## src/rtl/bp_fe_queue_fence_rolly_fifo.sv

```systemverilog
// Speculative-read FIFO: reads (rptr) run ahead of commits (cptr) and can be
// rolled back to the commit point; a fence blocks both ends and optionally
// flushes the queue when it is lifted.
module bp_fe_queue_fence_rolly_fifo #(
    parameter int unsigned width_p            = 64,
    parameter int unsigned els_p              = 8,
    parameter int unsigned ready_THEN_valid_p = 1,
    parameter int unsigned clr_on_fence_clr_p = 1
) (
    input  logic                         clk_i,
    input  logic                         reset_n_i,

    input  logic [width_p-1:0]           data_i,
    input  logic                         v_i,
    output logic                         ready_o,

    output logic [width_p-1:0]           data_o,
    output logic                         v_o,
    input  logic                         yumi_i,

    input  logic                         deq_v_i,
    input  logic                         roll_v_i,
    input  logic                         clr_v_i,

    input  logic                         fence_set_i,
    input  logic                         fence_clr_i,
    output logic                         fence_o,

    output logic [$clog2(els_p+1)-1:0]   occupancy_o,
    output logic [$clog2(els_p+1)-1:0]   spec_cnt_o
);

    localparam int unsigned idx_w_lp = $clog2(els_p);
    localparam int unsigned ptr_w_lp = idx_w_lp + 1;
    localparam int unsigned cnt_w_lp = $clog2(els_p + 1);

    // Pointers carry a wrap bit so full and empty are distinguishable.
    logic [ptr_w_lp-1:0] r_wptr, r_rptr, r_cptr;
    logic [ptr_w_lp-1:0] w_wptr_n, w_rptr_n, w_cptr_n;
    logic [ptr_w_lp-1:0] w_occ, w_spec;
    logic                r_fence;

    logic [width_p-1:0]  r_mem [els_p];

    logic w_full, w_empty;
    logic w_enq, w_yumi, w_deq, w_clr;

    assign w_occ   = r_wptr - r_cptr;
    assign w_spec  = r_rptr - r_cptr;
    assign w_full  = (w_occ == ptr_w_lp'(els_p));
    assign w_empty = (r_rptr == r_wptr);

    assign ready_o = ~w_full & ~r_fence;
    assign v_o     = ~w_empty & ~r_fence;
    assign fence_o = r_fence;

    assign data_o      = r_mem[r_rptr[idx_w_lp-1:0]];
    assign occupancy_o = cnt_w_lp'(w_occ);
    assign spec_cnt_o  = cnt_w_lp'(w_spec);

    // Effective handshakes; illegal yumi/deq are dropped rather than corrupting pointers.
    assign w_enq  = v_i & ready_o;
    assign w_yumi = yumi_i & v_o;
    assign w_deq  = deq_v_i & (r_rptr != r_cptr);
    assign w_clr  = clr_v_i | ((clr_on_fence_clr_p != 0) & fence_clr_i & r_fence);

    // Next pointers: clear beats roll beats yumi on rptr, clear beats deq on cptr.
    always_comb begin
        w_wptr_n = r_wptr + ptr_w_lp'(w_enq);
        w_cptr_n = r_cptr;
        w_rptr_n = r_rptr;
        if (w_clr) begin
            w_cptr_n = r_wptr;
        end else if (w_deq) begin
            w_cptr_n = r_cptr + ptr_w_lp'(1);
        end
        if (w_clr) begin
            w_rptr_n = r_wptr;
        end else if (roll_v_i) begin
            w_rptr_n = w_cptr_n;
        end else if (w_yumi) begin
            w_rptr_n = r_rptr + ptr_w_lp'(1);
        end
    end

    // Pointer and fence state.
    always_ff @(posedge clk_i or negedge reset_n_i) begin
        if (!reset_n_i) begin
            r_wptr  <= '0;
            r_rptr  <= '0;
            r_cptr  <= '0;
            r_fence <= 1'b0;
        end else begin
            r_wptr  <= w_wptr_n;
            r_rptr  <= w_rptr_n;
            r_cptr  <= w_cptr_n;
            r_fence <= fence_set_i | (r_fence & ~fence_clr_i);
        end
    end

    // Entry storage; contents are don't-care until written.
    always_ff @(posedge clk_i) begin
        if (w_enq) begin
            r_mem[r_wptr[idx_w_lp-1:0]] <= data_i;
        end
    end

    // Protocol checks for the consumer and producer.
    a_deq_legal: assert property (@(posedge clk_i) disable iff (!reset_n_i)
        !(deq_v_i && (r_rptr == r_cptr)));
    a_yumi_legal: assert property (@(posedge clk_i) disable iff (!reset_n_i)
        !(yumi_i && !v_o));
    a_ready_then_valid: assert property (@(posedge clk_i) disable iff (!reset_n_i)
        (ready_THEN_valid_p == 0) || !(v_i && !ready_o));

endmodule

```

## config.mk

```make
export PLATFORM = sky130hd
export DESIGN_NAME = bp_fe_queue_fence_rolly_fifo
export DESIGN_NICKNAME = d
export VERILOG_FILES = /design/src/rtl/bp_fe_queue_fence_rolly_fifo.sv
export SDC_FILE = /design/constraint.sdc
export NUM_CORES = 1
export LEC_CHECK = 0
export CAP_MARGIN = 15
export CELL_PAD_IN_SITES_DETAIL_PLACEMENT = 1
export CELL_PAD_IN_SITES_GLOBAL_PLACEMENT = 2
export CORE_ASPECT_RATIO = 1.25
export CORE_MARGIN = 1
export CORE_UTILIZATION = 28
export CTS_BUF_LIST = sky130_fd_sc_hd__clkbuf_4 sky130_fd_sc_hd__clkbuf_8 sky130_fd_sc_hd__clkbuf_16
export CTS_CLUSTER_DIAMETER = 60
export DETAILED_ROUTE_END_ITERATION = 8
export PLACE_DENSITY = 0.48
export SYNTH_ARGS = -nofsm -noshare
export SYNTH_HDL_FRONTEND = slang
export SYNTH_SLANG_ARGS = --single-unit
```

## constraint.sdc

```tcl
create_clock -name clk_i -period 11.4 [get_ports clk_i]
set_clock_uncertainty 0.15 [all_clocks]
set_input_delay 1.14 -clock clk_i [delete_from_list [all_inputs] [get_ports clk_i]]
set_output_delay 1.14 -clock clk_i [all_outputs]
set_load 0.1 [all_outputs]
```

---- Word-level counts from Yosys, hierarchy flattened ----
Memories as Yosys holds them, arrays and structs flattened.
Cells that the tools add are included.
cells by class
  bitwise gates (word level) .............. 13
  muxes and demuxes ....................... 7
  add/subtract/negate cells ............... 5
  reductions and logical operators ........ 1
  equal/unequal tests ..................... 3
operators by type and width
  kind                                                           number
  4-bit two-way mux                                              5
  4-bit by 1-bit adder with 4-bit output, second input constant  2
  4-bit subtractor                                               2
  1-bit AND                                                      7
  4-bit by 1-bit adder with 4-bit output                         1
  4-bit equality test                                            1
  4-bit equality test, second input constant                     1
  4-bit inequality test                                          1
  1-bit NOT                                                      4
  3-bit nonzero test                                             1
  1-bit two-way mux                                              2
  1-bit bitwise OR                                               2
storage, ports and cells
  flip-flop bits (word level) ............. 13
  RAM bits ................................ 512
  memories ................................ 1
  output and inout bits ................... 75
memory list
  memory  depth  bits a word  read ports  clocked after Yosys merged registers in  wr ports  line  RTL
  r_mem   8      64           1           0                                        1         43    logic [width_p-1:0] r_mem [els_p];

---- Logic depth before layout (Yosys ltp) ----
Gate-level depths: netlist of the first run.
  word-level depth ........................ 7
  mapped depth ............................ 12
  gate-level depth less buffers ........... 11

---- Worst setup path before layout of the first run ----
No wires, ideal clock.
  kind .................................... reg-to-reg
  start point ............................. register r_wptr[0]
  end point ............................... memory r_mem[2][0], enable pin
  setup time .............................. 0.667 ns
  cell stages (with the launch flop) ...... 10
  setup slack ............................. 0.803 ns
  arrival time ............................ 9.780 ns
  period minus slack after synthesis ...... 10.597 ns
  required time ........................... 10.583 ns
  cells stage by stage .................... dfrtp_1 buf_2 inv_1 ha_1 inv_1 fa_1 xor2_1 or3_1 o311ai_4 nor4b_1
on the way
  word-level cells in the longest chain between the ends .. 7
ends and longest elaborated chain
  item                                     line  RTL
  from (decl)                              38    logic [ptr_w_lp-1:0] r_wptr, r_rptr, r_cptr;
  from (signal assigned)                   94    r_wptr <= w_wptr_n;
  4-bit subtractor                         48    assign w_occ = r_wptr - r_cptr;
  named net occupancy_o[2]                 29    output logic [$clog2(els_p+1)-1:0] occupancy_o,
  4-bit equality test                      50    assign w_full = (w_occ == ptr_w_lp'(els_p));
  1-bit NOT                                53    assign ready_o = ~w_full & ~r_fence;
  1-bit AND                                53
  1-bit AND                                62    assign w_enq = v_i & ready_o;
  1-bit two-way mux                        103   if (w_enq) begin
  1-bit two-way mux (implied by the code)  104   r_mem[r_wptr[idx_w_lp-1:0]] <= data_i;
  to (decl)                                43
The timed path passes the listed nets, and every way through them passes these cells.

---- Final worst setup path of the first run ----
  start point ............................. register r_rptr[0]
  end point ............................... output port data_o[25]
on the way
  word-level cells in the longest chain between the ends .. 1
ends and longest elaborated chain
  item                    line  RTL
  from (decl)             38
  from (signal assigned)  95    r_rptr <= w_rptr_n;
  memory 8 x 64 bit       --
  to (decl)               17    output logic [width_p-1:0] data_o,
No other way between the ends.

==> summary.txt, run 1 <==
Clock network
  • Clock slew at reported path FFs: 0.06 ns
  • Worst skew pair latency: 0.59 ns
  • Root Buffer: clkbuf_16
  • Setup Buffers After CTS: 0
  • Clock Path Buffers: 3
  • Clock sinks: 525
  • H-tree depth: 2
  • CTS Buf Count: 55
  • Post_cts resized: 0
  • CTS tree: yes
  • CTS Hold Bufs: 0

STA
  • Relative max-transition margin: 27.5%
  • RSZ-0062 raised after global routing: false
  • Final Hold Fails: 0
  • Period utilisation layout: 49.0%
  • Clock period minus worst slack: 5.58 ns
  • Final setup violation count: 0
  • Post-route setup TNS: 0 ns
  • Worst-Margin Slew: 1.08 ns
  • Max Clk Rate: 0.179 GHz
  • Slew Limit Fails: 0

Die
  • Core ar.: 0.0718 mm2
  • Die X: 243 um
  • Die area: 0.0735 mm2
  • Chip height: 303 um
  • IO Pins: 148
  • Num rows: 110
  • Initial Utilization: 28.2%

Global route
  • Grt ovf: 0
  • Global-route wire length before repair: 70,600 um
  • Most Crowded Layer GR: met2
  • Total GRT Usage: 13.2%
  • Initial antenna violation count: 4
  • Largest net degree at the start of global routing: 99
  • Met3 usage: 2.94%
  • Global routing usage on met1: 16.4%
  • Met2 Track Usage GR: 23.2%
  • Vias in the first global route: 10,400

Logic synthesis
  • Mapped Cells: 859
  • Syn Nets: 944
  • Synth Cell Area: 0.0203 mm2
  • Synth cell types: 38
  • Flops & latches, synth: 525
  • Sequential share of the synthesized area: 77.4%
  • Syn Area/Cell: 23.6 um2
  • Synth Warn #: 0

Cells and area
  • Most frequent cells in the layout: edfxtp_1, clkdlybuf4s50_1, mux4_2, mux2_2, clkbuf_16
  • Share of cells above drive strength 1: 28.1%
  • Final cell count without fillers: 2,038
  • Fin area: 0.0246 mm2
  • Area grow syn2layout: 21.5%
  • Fill count: 7,024
  • Final core occ: 34.3%
  • Fin nets: 1,126
  • Most common library cell in the layout ignoring fill and taps: edfxtp_1

Place
  • PortBufs: 147
  • Final HPWL DP: 25,200 um
  • DP Cell Count: 1,936
  • Post-place instance area: 0.0229 mm2
  • Routability cong.: 0.668

Routing
  • Pre-antenna DRT Iters: 4
  • DRC Markers: 0
  • Vias: 9,176
  • Post-DRT Antenna Nets: 0
  • Vias/cell: 4.50
  • DR iter-0 viols: 410
  • Wirelength per Cell: 23.5 um
  • Routed wire length: 48,000 um

Worst setup path
  • Crit path DAT: 4.29 ns
  • Worst Path Max Fanout: 98
  • CP required: 10.11 ns
  • Startpoint Class: flip-flop
  • CP Class: reg2out
  • Crit. End Element: primary output

Outcome
  • Status: completed

Min path
  • Hold WC Path Type: reg2reg

Run
  • Max-cap violations: 0
## worst max-delay path, cell delays in order, from the launching register on
cell	delay (ns)
dfrtp_4	0.91
buf_12	0.69
mux4_2	0.61
mux2_2	0.27
clkdlybuf4s50_1	0.99
## final timing paths
kind	slack [ns]	depth (start not counted)	start	end
worst max-delay path	5.82	4	r_rptr[0]	data_o[25]
worst min register to register	0.44	1	r_wptr[3]	r_wptr[3]
worst max register to register	7.19	10	r_wptr[0]	r_mem[3][36]
max in group asynchronous	9.77	1	reset_n_i	r_rptr[1]
worst min-delay path	0.44	1	r_wptr[3]	r_wptr[3]
min in group asynchronous	0.82	1	reset_n_i	r_cptr[2]
## cell families (layout without fill, tap and decap cells)
logic type / count (synthesis) / count (layout) / share of synthesized area, %
AOI/OAI and AO/OA: 25 / 25 / 0.894
xor gates and xnor gates: 17 / 17 / 0.734
adders and majority gates: 12 / 12 / 0.814
buffers and inverters: 58 / 284 / 1.60
DFF: 525 / 525 / 77.4
muxes: 193 / 193 / 17.8
other: 0 / 1 / 0
and+or+nand+nor: 29 / 29 / 0.746
## state kept, by name (all words and copies together) (netlist names)
signal,flops
fence_o,1
r_wptr,4
r_rptr,4
r_mem,512
r_cptr,4
## cells in the mapped netlist
cell type	number	area, um2
nor4b_1	2	17.5
and3_1	1	6.26
inv_2	1	3.75
and4_1	1	8.76
buf_6	11	124
buf_2	19	95.1
o21ai_0	8	40.0
a211o_1	1	8.76
nand2_1	7	26.3
a21oi_1	4	20.0
o21ai_1	1	5.00
ha_1	10	125
mux2i_1	1	10.0
a21o_1	3	22.5
dfrtp_1	13	325
o311ai_4	1	26.3
nor4_1	4	25.0
o311ai_1	1	8.76
mux2_2	64	721
mux4_2	128	2880
edfxtp_1	512	15400
inv_1	15	56.3
buf_1	1	3.75
clkbuf_1	11	41.3
nor2_1	5	18.8
nor3_1	3	15.0
or3_1	2	12.5
nor2b_1	1	6.26
a41oi_1	1	8.76
nand3_1	3	15.0
xnor2_1	10	87.6
fa_1	2	40.0
o32ai_1	1	8.76
a31oi_1	1	6.26
o22a_1	1	8.76
o21bai_1	1	7.51
xor2_1	7	61.3
o311a_1	1	10.0
## metal layers
layer	up-vias	routed length, um	part of all wire, %
met5	-	27	0.056
met4	4	917	1.9
met3	66	1980	4.1
met2	151	24600	51
met1	4953	20500	43
li1	4002	-	-
## layout make-up
cell class	count	area, um2	share of cell area, %
flip-flops and latches	525	15700	63.8
multi-input cells	276	4310	17.5
repair buffers	167	1630	6.63
clock buffers	66	1490	6.06
well taps	952	1190	4.83
clock inverters	35	240	0.975
inverters	16	60.1	0.244
diodes	1	2.50	0.0102
## metrics by stage
stage	setup WS, ns	hold slack [ns]
floorplan	0.803	0.323
global placement	6.29	0.417
detailed placement	6.30	0.433
CTS	5.64	0.440
global route	5.52	0.459
finish	5.82	0.436
Power of run 1 is left out: the tool's default activity adds up to more than one toggle a clock period on the data nets, which glitch-free logic cannot reach.
==> run 2, diff against run 1 <==
Settings changed: PLACE_DENSITY 0.48 to 0.5.
Clock period 11.4 ns to 4.95 ns, I/O delays scaled along.
==> run 2 against run 1 <==
Hold slack got worse by 0.25 ns. Register-to-register slack got worse by 6.4 ns. Global-route usage decreased by 0.29 points. Largest cell class unchanged. Sequential share of layout area decreased by 0.60 points. Routed wire length decreased by 1.8%. Critical path depth increased by 4.
==> summary.txt, run 2 (synthesis results as in run 1) <==
STA
  • Relative max-transition margin: 30.6% (was 27.5%)
  • Clock period minus worst slack: 4.69 ns
  • Final Hold Fails: 0 (unchanged)
  • Worst-Margin Slew: 1.04 ns (was 1.08 ns)
  • Final worst setup slack: 0.256 ns (was 5.82 ns)
  • Max Clk Rate: 0.213 GHz
  • Final setup violation count: 0 (unchanged)
  • Slew Limit Fails: 0 (unchanged)
  • Period utilisation layout: 94.8%
  • RSZ-0062 raised after global routing: false (unchanged)

Global route
  • Grt ovf: 0 (unchanged)
  • Vias in the first global route: 10,400 (about the same)
  • Total GRT Usage: 12.9% (was 13.2%)
  • Global-route wire length before repair: 69,400 um (was 70,600 um)
  • Largest net degree at the start of global routing: 65 (was 99)
  • Initial antenna violation count: 1 (was 4)

Routing
  • Wl on met1: 19,900 um (was 20,500 um)
  • DRC Markers: 0 (unchanged)
  • Metal3 WL: 1950 um (was 1980 um)
  • DR top layer: met5 (unchanged)
  • Met2 wire len: 24,400 um (was 24,600 um)
  • Wirelength per Cell: 23.1 um (was 23.5 um)
  • Routed wire length: 47,100 um (was 48,000 um)
  • Vias: 9,186 (was 9,176)
  • Vias/cell: 4.51 (was 4.50)
  • Post-DRT Antenna Nets: 0 (unchanged)
  • Pre-antenna DRT Iters: 4 (unchanged)
  • DR iter-0 viols: 431 (was 410)

Clock network
  • CTS Hold Bufs: 0 (unchanged)
  • CTS tree: yes (unchanged)
  • Setup Buffers After CTS: 0 (unchanged)
  • CTS Buf Count: 55 (unchanged)
  • Clock sinks: 525 (unchanged)
  • H-tree depth: 2 (unchanged)
  • Clock slew at reported path FFs: 0.06 ns (about the same)
  • Worst skew pair latency: 0.59 ns (about the same)
  • Root Buffer: clkbuf_16 (unchanged)
  • Clock Path Buffers: 3 (unchanged)
  • Post_cts resized: 0 (unchanged)

Place
  • DP Cell Count: 1,935 (was 1,936)
  • Worst slack, placed: 0.722 ns (was 6.30 ns)
  • PortBufs: 147 (unchanged)
  • Final HPWL DP: 25,700 um (was 25,200 um)
  • Routability cong.: 0.674 (was 0.668)

Cells and area
  • Fill count: 6,970 (was 7,024)
  • Fin nets: 1,125 (was 1,126)
  • Number of flip-flops in the largest register: 512 (unchanged)
  • Final cell count without fillers: 2,039 (was 2,038)
  • Final core occ: 34.6% (was 34.3%)
  • Share of cells above drive strength 1: 29.7% (was 28.1%)
  • Most common library cell in the layout ignoring fill and taps: edfxtp_1 (unchanged)
  • Most frequent cells in the layout: edfxtp_1, clkdlybuf4s50_1, mux4_2, mux2_2, clkbuf_16 (unchanged)
  • Area grow syn2layout: 22.6% (was 21.5%)

Worst setup path
  • Startpoint Class: flip-flop (unchanged)
  • Worst reg2reg path startpoint: r_wptr[0] (unchanged)
  • CP required: 4.30 ns (was 10.11 ns)
  • Worst Setup SP: r_wptr[0] (was r_rptr[0])
  • Worst Path Max Fanout: 8 (was 98)
  • CP Class: reg2out (unchanged)
  • Crit. End Element: primary output (unchanged)
  • Crit path DAT: 4.05 ns (was 4.29 ns)

Die
  • Die X: 243 um (unchanged)
  • Initial Utilization: 28.2% (unchanged)
  • IO Pins: 148 (unchanged)
  • Chip height: 303 um (unchanged)
  • Core ar.: 0.0718 mm2 (unchanged)
  • Die area: 0.0735 mm2 (unchanged)
  • Num rows: 110 (unchanged)

Run
  • Max-cap violations: 0 (unchanged)

Outcome
  • Status: completed (unchanged)

Min path
  • Hold WC Path Type: in2async (was reg2reg)
[run 2: metrics by stage]
stage	hold slack (ns)	instance area, um2	TNS (ns)
floorplan	0.0494	20400	-74.64
global placement	0.400	23100	0
detailed placement	0.418	23100	0
CTS	0.176	24900	0
global route	0.190	24900	0
finish	0.181	24900	0
[run 2: cell type report]
cell class                 count  area [um2]  share of cell area, %
multi-input combinational    276        4410                   17.7
antenna                        1        2.50                 0.0101
timing repair buffer         166        1750                   7.02
clock buffer                  68        1490                   6.00
inverter                      16        63.8                  0.257
clock inverter                35         258                   1.04
sequential                   525       15700                   63.2
tap                          952        1190                   4.79
[run 2: final timing paths]
check	to	slack, ns	cells after the start
hold reg to reg	r_wptr[3]	0.42	1
hold / removal	r_rptr[2]	0.18	1
setup reg to reg	r_mem[5][56]	0.76	8
max in group asynchronous	r_rptr[0]	3.95	1
setup / recovery	ready_o	0.26	8
min in group clk_i	fence_o	0.36	2
[run 2: critical path, cell delays in order, from the launching register on]
cell and delay [ns]:
dfrtp_1 0.73, clkinvlp_4 0.43, ha_4 0.26, inv_2 0.05, fa_2 0.43, or3_4 0.35
nor3_1 0.17, nor2_1 0.06, clkdlybuf4s50_1 0.96
[run 2: routing by layer]
metal	track usage, %	up-vias
met5	0	-
met4	3.31	2
met3	2.35	60
met2	23.1	172
met1	16.0	4958
li1	-	3994
Power of run 2 is left out for the same reason.
==> run 3, diff against run 2 <==
Settings changed: CORE_UTILIZATION 28 to 40, PLACE_DENSITY 0.5 to 0.68.
==> run 3 against run 2 <==
Fmax grew 2.0%. Setup slack gained 0.094 ns. Die area shrank 30%. Largest cell class unchanged. Clock-buffer cell count grew 5. Critical endpoint unchanged. Hold slack lost 0.017 ns. Final cell count shrank 15%.
==> summary.txt, run 3 (synthesis results as in run 1) <==
Cells and area
  • Share of cells above drive strength 1: 29.9% (was 29.7%)
  • Area grow syn2layout: 20.6% (was 22.6%)
  • Diodes inserted: 0 (was 1)
  • Most common library cell in the layout ignoring fill and taps: edfxtp_1 (unchanged)
  • Fin nets: 1,122 (was 1,125)
  • Most frequent cells in the layout: edfxtp_1, clkdlybuf4s50_1, mux4_2, mux2_2, clkbuf_16 (unchanged)
  • Number of flip-flops in the largest register: 512 (unchanged)

Worst setup path
  • Startpoint Class: flip-flop (unchanged)
  • Worst-path cell chain: clkinvlp_4, ha_4, inv_2, fa_2, or3_4, nor3_1, nor2_1, clkdlybuf4s50_1 (unchanged)
  • Worst Path Max Fanout: 8 (unchanged)
  • Crit. End Element: primary output (unchanged)
  • Crit path DAT: 3.95 ns (was 4.05 ns)
  • Top delay family on crit path: buffers and inverters (unchanged)
  • CP max stage cell: clkdlybuf4s50_1 (unchanged)
  • CP Class: reg2out (unchanged)
  • WP buf/inv: 3 (unchanged)
  • CP peak stage delay: 0.97 ns (was 0.96 ns)
  • CP required: 4.30 ns (about the same)

Clock network
  • CTS Buf Count: 53 (was 55)
  • Root Buffer: clkbuf_16 (unchanged)
  • Clock slew at reported path FFs: 0.06 ns (about the same)
  • CTS tree: yes (unchanged)
  • Clock Path Buffers: 3 (unchanged)
  • Post_cts resized: 0 (unchanged)
  • H-tree depth: 2 (unchanged)
  • CTS Hold Bufs: 0 (unchanged)
  • Clock sinks: 525 (unchanged)
  • Setup Buffers After CTS: 0 (unchanged)
  • Worst skew pair latency: 0.59 ns (about the same)

Global route
  • Grt ovf: 0 (unchanged)
  • Initial antenna violation count: 1 (unchanged)
  • Largest net degree at the start of global routing: 72 (was 65)
  • Global-route wire length before repair: 62,600 um (was 69,400 um)
  • Total GRT Usage: 16.5% (was 12.9%)
  • Vias in the first global route: 10,200 (was 10,400)

Routing
  • Vias/cell: 5.29 (was 4.51)
  • Pre-antenna DRT Iters: 4 (unchanged)
  • Wl on met1: 17,500 um (was 19,900 um)
  • Routed wire length: 41,300 um (was 47,100 um)
  • DR top layer: met5 (unchanged)
  • DRC Markers: 0 (unchanged)
  • Metal3 WL: 1670 um (was 1950 um)
  • Met2 wire len: 21,300 um (was 24,400 um)
  • DR iter-0 viols: 570 (was 431)
  • Post-DRT Antenna Nets: 0 (unchanged)
  • Wirelength per Cell: 23.9 um (was 23.1 um)
  • Vias: 9,137 (was 9,186)

Die
  • Chip height: 254 um (was 303 um)
  • Initial Utilization: 40.8% (was 28.2%)
  • Num rows: 91 (was 110)
  • Die area: 0.0516 mm2 (was 0.0735 mm2)
  • IO Pins: 148 (unchanged)
  • Core ar.: 0.0498 mm2 (was 0.0718 mm2)
  • Die X: 203 um (was 243 um)

Place
  • PortBufs: 147 (unchanged)
  • Final HPWL DP: 22,400 um (was 25,700 um)
  • Routability cong.: 0.701 (was 0.674)

STA
  • Clock period minus worst slack: 4.60 ns (was 4.69 ns)
  • Final Hold Fails: 0 (unchanged)
  • RSZ-0062 raised after global routing: false (unchanged)
  • Slew Limit Fails: 0 (unchanged)
  • Worst-Margin Slew: 1.11 ns (was 1.04 ns)
  • Max Clk Rate: 0.217 GHz (was 0.213 GHz)
  • Final setup violation count: 0 (unchanged)
  • Period utilisation layout: 92.9% (was 94.8%)
  • Relative max-transition margin: 26.0% (was 30.6%)
  • Post-route setup TNS: 0 ns (unchanged)

Outcome
  • Status: completed (unchanged)

Run
  • Max-cap violations: 0 (unchanged)

Min path
  • Hold WC Path Type: in2async (unchanged)
-- run 3: changes by cell type in the layout (fill, tap and decap cells not counted), sizes merged --
cell / change
buf: -5
bufinv: +1
clkbuf: +5
clkdlybuf4s50: +4
clkinv: -16
clkinvlp: +4
diode: -1
inv: -2
-- run 3: path summary, 6_finish.rpt --
kind	start	endpoint	slack, ns	depth (start not counted)
max in group asynchronous	reset_n_i	r_rptr[0]	4.00	1
max reg2reg	r_wptr[0]	r_mem[0][13]	0.95	9
min reg2reg	r_wptr[3]	r_wptr[3]	0.41	1
max	r_wptr[0]	ready_o	0.35	8
min in group clk_i	fence_set_i	fence_o	0.35	2
min	reset_n_i	r_cptr[0]	0.16	1
-- run 3: worst reg2reg max path, delay by kind of cell, from the launching register on --
kind / cells / cell delay (ns)
buffers and inverters: 4 / 1.15
adder cells (fa/ha/maj): 2 / 0.69
flip-flops: 1 / 0.68
AO/OA/AOI/OAI: 1 / 0.53
AND/OR/NAND/NOR: 2 / 0.41
-- run 3: area by class of cell --
type                            instances  area (um2)
Inverter                               16        63.8
Clock inverter                         22         235
Fill cell                            4405       25300
Multi-Input combinational cell        276        4410
Clock buffer                           73        1520
Tap cell                              651         815
Timing Repair Buffer                  165        1710
Sequential cell                       525       15700
-- run 3: routing by layer --
| layer | global-route usage (%) | vias up |
|---|---|---|
| li1 | - | 3974 |
| met1 | 21.5 | 4906 |
| met2 | 28.3 | 194 |
| met3 | 2.94 | 61 |
| met4 | 4.85 | 2 |
| met5 | 0 | - |
-- run 3: through the flow --
| step | worst slack [ns] | std cells | hold slack, ns | instance area, um2 | util [%] |
|---|---|---|---|---|---|
| after floorplan | -0.250 | 859 | 0.0494 | 20400 | - |
| final | 0.350 | 1728 | 0.164 | 24500 | 49.2 |
| after detailed placement | 0.906 | 1633 | 0.408 | 22700 | 45.6 |
| after global placement | 0.972 | 1633 | 0.402 | 22700 | 45.6 |
| after CTS | 0.271 | 1728 | 0.141 | 24500 | 49.2 |
| after global routing | 0.143 | 1728 | 0.192 | 24500 | 49.2 |
Power of run 3 is left out for the same reason.
